### src/rtl/pipeline_hazard_ctrl.sv
// Hazard/forwarding controller: scoreboard of in-flight destinations (EX, MEM, WB),
// per-operand forwarding selects, load-use stall, branch flush and saturating event counters.
module pipeline_hazard_ctrl #(
   parameter int unsigned NSTAGES  = 3,
   parameter int unsigned LOAD_LAT = 1,
   parameter int unsigned REG_AW   = 5,
   parameter int unsigned CNT_W    = 32,
   parameter int unsigned SEL_W    = $clog2(NSTAGES + 1)
) (
   input  logic              clk,
   input  logic              rst,
   input  logic              id_valid,
   input  logic [REG_AW-1:0] id_rs1,
   input  logic [REG_AW-1:0] id_rs2,
   input  logic              id_rs1_used,
   input  logic              id_rs2_used,
   input  logic [REG_AW-1:0] id_rd,
   input  logic              id_rd_we,
   input  logic              id_is_load,
   input  logic              ex_branch_taken,
   output logic              stall,
   output logic              flush_if_id,
   output logic              flush_id_ex,
   output logic [SEL_W-1:0]  fwd_sel_a,
   output logic [SEL_W-1:0]  fwd_sel_b,
   output logic [CNT_W-1:0]  stall_cnt,
   output logic [CNT_W-1:0]  flush_cnt
);

   typedef struct packed {
      logic              valid;
      logic [REG_AW-1:0] rd;
      logic              we;
      logic              is_load;
   } sb_entry_t;

   sb_entry_t        sb_q [NSTAGES];
   sb_entry_t        sb_d [NSTAGES];
   logic [CNT_W-1:0] stall_cnt_q, stall_cnt_d;
   logic [CNT_W-1:0] flush_cnt_q, flush_cnt_d;

   logic             found_a, found_b;
   logic             lu_a, lu_b;
   logic [SEL_W-1:0] sel_a, sel_b;
   logic             stall_raw;

   // Ascending scan with a found flag: the lowest position (youngest producer) wins.
   always_comb begin
      found_a = 1'b0;
      found_b = 1'b0;
      lu_a    = 1'b0;
      lu_b    = 1'b0;
      sel_a   = '0;
      sel_b   = '0;
      for (int unsigned p = 0; p < NSTAGES; p++) begin
         if (sb_q[p].valid && sb_q[p].we && (sb_q[p].rd != '0)) begin
            if (!found_a && id_valid && id_rs1_used && (sb_q[p].rd == id_rs1)) begin
               found_a = 1'b1;
               sel_a   = SEL_W'(p + 1);
               lu_a    = sb_q[p].is_load && (p < LOAD_LAT);
            end
            if (!found_b && id_valid && id_rs2_used && (sb_q[p].rd == id_rs2)) begin
               found_b = 1'b1;
               sel_b   = SEL_W'(p + 1);
               lu_b    = sb_q[p].is_load && (p < LOAD_LAT);
            end
         end
      end
      stall_raw   = lu_a | lu_b;
      stall       = stall_raw & ~ex_branch_taken;
      flush_if_id = ex_branch_taken;
      flush_id_ex = ex_branch_taken;
      fwd_sel_a   = stall_raw ? '0 : sel_a;
      fwd_sel_b   = stall_raw ? '0 : sel_b;
   end

   always_comb begin
      for (int unsigned p = 1; p < NSTAGES; p++) begin
         sb_d[p] = sb_q[p-1];
      end
      if (stall || ex_branch_taken) begin
         sb_d[0] = '0;
      end else begin
         sb_d[0] = {id_valid, id_rd, id_rd_we, id_is_load};
      end
      stall_cnt_d = stall_cnt_q;
      flush_cnt_d = flush_cnt_q;
      if (stall && (stall_cnt_q != '1)) begin
         stall_cnt_d = stall_cnt_q + CNT_W'(1);
      end
      if (ex_branch_taken && (flush_cnt_q != '1)) begin
         flush_cnt_d = flush_cnt_q + CNT_W'(1);
      end
   end

   always_ff @(posedge clk) begin
      if (!rst) begin
         for (int unsigned p = 0; p < NSTAGES; p++) begin
            sb_q[p] <= '0;
         end
         stall_cnt_q <= '0;
         flush_cnt_q <= '0;
      end else begin
         for (int unsigned p = 0; p < NSTAGES; p++) begin
            sb_q[p] <= sb_d[p];
         end
         stall_cnt_q <= stall_cnt_d;
         flush_cnt_q <= flush_cnt_d;
      end
   end

   assign stall_cnt = stall_cnt_q;
   assign flush_cnt = flush_cnt_q;

endmodule

### config.mk
export PLATFORM = sky130hd
export DESIGN_NAME = pipeline_hazard_ctrl
export DESIGN_NICKNAME = d
export VERILOG_FILES = /design/src/rtl/pipeline_hazard_ctrl.sv
export SDC_FILE = /design/constraint.sdc
export NUM_CORES = 1
export LEC_CHECK = 0
export BUFFER_PORTS_ARGS = -buffer_cell sky130_fd_sc_hd__clkbuf_2
export CAP_MARGIN = 10
export CORE_MARGIN = 10
export CORE_UTILIZATION = 55
export CTS_CLUSTER_DIAMETER = 150
export DETAILED_ROUTE_END_ITERATION = 8
export PLACE_DENSITY = 0.9
export SLEW_MARGIN = 30
export SYNTH_ARGS = -nofsm -noshare
export SYNTH_HDL_FRONTEND = slang
export SYNTH_SLANG_ARGS = --single-unit
### constraint.sdc
create_clock -name clk -period 5 [get_ports clk]
set_input_delay 0.5 -clock clk [delete_from_list [all_inputs] [get_ports clk]]
set_output_delay 0.5 -clock clk [all_outputs]
set_load 0.02 [all_outputs]
==> summary.md <==
| Metric | Value |
|---|---|
| Commonest non-fill, non-tap cell in the layout | clkbuf_2 |
| Status | finished, final reports clean |
| Post_cts resized | 0 |
| Synthesized area | 4270 sq um |
| CTS buffer count | 9 |
| Clock-pin slew on the worst setup and hold paths | 0.08 ns |
| Top-Level Pins | 94 |
| Setup violations, final | 0 |
| Logic gate share of total power | 0.048 |
| Crit path max-delay family | simple AND/OR/NAND/NOR gates |
| Post-synthesis sequential area ratio | 0.403 |
| Total negative setup slack | 0 ns |
| CTS HTree Levels | 3 |
| Fillers | 635 |
| Post-synthesis xor/xnor area fraction | 0.119 |
| Post-synth EDFFs | 0 |
| CTS Hold Buffers Added | 0 |
| Number of DRC markers in iteration 0 | 187 |
| Min cycle time layout | 3.02 ns |
| Multi-input gate area | 2440 sq um |
| FF/Latch Area | 1720 sq um |
| Max-cap viol count | 0 |
| # diodes | 0 |
| Crit path cell chain | or4_1 > o211a_1 > and2_1 > o21a_1 > or2_2 > nor3_1 > clkbuf_2 |
| Final core utilization | 0.654 |
| Mux contribution to synthesized area | 0.00703 |
| Antenna violations before repair | 0 |
| Async SR Flop Fraction | 0 |
| Die H | 108 microns |
| Drt drc | 0 |
| Max stage delay on crit path | 0.55 ns |
| Antenna Violating Nets Remaining | 0 |
| FF+latch count, synth | 86 |
| Design internal power | 0.989 mW |
| Top FF cell, synth | dfxtp_1 |
| Area of the die | 11700 sq um |
| Core area | 7650 sq um |
| Max Freq | 331 MHz |
| Simple-gate share of the synthesized area | 0.328 |
| Pwr Density | 255 nW/um^2 |
| Worst-skew pair later-pin latency | 0.35 ns |
| Post-synth net total | 525 |
| Fin. max-slew vios | 0 |
| Setup bufs post-CTS | 0 |
| Leakage | 1.90 nW |
| # rows | 32 |
| PortBufs | 93 |
| CP max-delay cell | or4_1 |
| Critical path class | reg -> out |
| Die X-Extent | 108 microns |
| Final Hold Fails | 0 |
| Root Driver | clkbuf_8 |
| Placed wire-length estimate | 8230 microns |
| GRT Total Usage | 0.179 |
| Min-delay worst type | in -> reg |
| Post-synthesis adder-cell area fraction | 0.00585 |
| Crit path buf inv count | 1 |
| Cells after Synth | 500 |
| Largest net degree at the start of global routing | 32 |
| Commonest cells after routing, fill and taps aside | clkbuf_2 (93), dfxtp_1 (86), nand3_1 (39) |
| Clock sinks | 86 |
| Setup Skew | 0.0105 ns |
| Net Switching | 0.288 mW |
| Clock Power Share | 0.406 |
| Max Root-Sink Buffers | 2 |
| Actual slew at the worst max-slew pin | 0.850 ns |
| Final nets | 611 |
| Grt total ovfl | 0 |
| Final Wtd Congestion | 0.928 |
| Via count | 4041 |
| RSZ-0062 raised after global routing | no |
| Crit Path Max Fanout | 4 |
| Sequential fraction of design power | 0.547 |
| Total wire length | 11000 microns |
| DR WL/cell | 15.8 microns |
| Net Sw Frac | 0.226 |
| Synth warn | 0 |
| Worst slew margin | 0.430 |
| Vias in the first global route | 3766 |
| TritonCTS clock tree | built |
| Setup crit end kind | output port |
| Initial Utilization | 0.559 |
| Number of distinct library cells after synthesis | 47 |
| Average cell area after synthesis | 8.55 sq um |
| Crit path required time | 4.50 ns |
| CP Launch Type | register |
| Drt via density | 5.83 |
| CP arrival | 2.52 ns |
| Total power | 1.28 mW |
| TritonRoute pass-1 iters | 5 |
| Synth Area in Compound Gates | 0.108 |
| Final period utilization | 0.605 |
| IR Drop Worst-Case VDD | 0.191 mV |
| Fraction of layout cells with a size suffix above 1 | 0.212 |
| Synth-to-layout area growth | 17.1% |
| First-pass GRT wire length | 17600 microns |
| Largest family of logic cells by synthesized area | simple AND/OR/NAND/NOR gates |
==> metrics by stage <==
| stage | hold WS, ns | setup slack [ns] | area, sq um | std cells |
|---|---|---|---|---|
| 2_1_floorplan | 0.430 | 2.00 | 4270 | 500 |
| 3_3_place_gp | 0.458 | 2.02 | 4770 | 677 |
| 3_5_place_dp | 0.464 | 1.87 | 4770 | 677 |
| 4_1_cts | 0.351 | 1.84 | 4990 | 693 |
| 5_1_grt | 0.359 | 1.77 | 5000 | 693 |
| 6_report | 0.360 | 1.98 | 5000 | 693 |
==> cell type report <==
type,count,share of cell area
Clock buffer,12,0.0330
Tap cell,102,0.0255
Clock inverter,4,0.0108
Sequential cell,86,0.344
Multi-Input combinational cell,389,0.487
Timing Repair Buffer,95,0.0960
Inverter,5,0.00375
==> routing by layer <==
layer | part of all wire | global-route usage
met1 | 0.42 | 0.219
met2 | 0.48 | 0.295
met3 | 0.088 | 0.0547
met4 | 0.011 | 0.0544
met5 | 0 | 0
==> power groups by stage <==
| stage | clock network [mW] | logic (mW) | registers [mW] |
|---|---|---|---|
| 2_1_floorplan | 0 | 0.0370 | 0.714 |
| 3_3_place_gp | 0 | 0.0595 | 0.714 |
| 4_1_cts | 0.524 | 0.0611 | 0.698 |
| 3_5_place_dp | 0 | 0.0608 | 0.714 |
| 6_report | 0.518 | 0.0608 | 0.698 |
| 5_1_grt | 0.551 | 0.0680 | 0.699 |
==> registers in the layout, summed over array words and instances (netlist names) <==
register	flops
flush_cnt	32
stall_cnt	32
sb_q	22
==> cell families (layout without fill, tap and decap cells) <==
kind of cell | count (synthesis) | in the layout
buffers and inverters | 25 | 116
AND/OR/NAND/NOR | 247 | 247
flip-flops | 86 | 86
multiplexers | 3 | 3
adder cells (fa/ha/maj) | 2 | 2
XOR/XNOR | 58 | 58
AO/OA/AOI/OAI | 79 | 79
==> cells in the mapped netlist (2+ instances only) <==
cell / count / area, sq um
nor4_1: 9 / 56.3
nor2b_1: 2 / 12.5
nand2_1: 28 / 105
o31ai_1: 6 / 45.0
ha_1: 2 / 25.0
o211ai_1: 5 / 37.5
clkbuf_1: 15 / 56.3
or3_2: 4 / 30.0
a21oi_1: 34 / 170
o21a_1: 2 / 15.0
mux2i_1: 3 / 30.0
or3_1: 25 / 156
nand4_1: 26 / 163
nand3_1: 39 / 195
and3_1: 12 / 75.1
buf_4: 2 / 15.0
or2_2: 2 / 12.5
and4_1: 8 / 70.1
and2_1: 26 / 163
or4_1: 8 / 60.1
dfxtp_1: 86 / 1720
nor3_1: 8 / 40.0
nor2_1: 38 / 143
xnor2_1: 23 / 201
nand2b_1: 4 / 25.0
o21ai_0: 25 / 125
inv_1: 4 / 15.0
xor2_1: 35 / 307
==> final timing paths <==
kind | start | to | slack, ns | depth (start not counted)
max | sb_q[0][3] | fwd_sel_b[1] | 1.98 | 7
min | id_rd[0] | sb_q[0][2] | 0.36 | 2
max reg2reg | stall_cnt[0] | stall_cnt[1] | 2.05 | 8
min reg2reg | sb_q[0][7] | sb_q[0][15] | 0.48 | 1
==> worst reg2reg max path, cell delays in order (launching register included) <==
cell      delay [ns]
dfxtp_1         0.72
ha_1            0.29
and3_1          0.20
nand3_1         0.23
nand2b_1        0.27
o221ai_4        0.54
buf_4           0.31
mux2i_1         0.22
nor2_1          0.05
(Power assumes the default switching activity.)
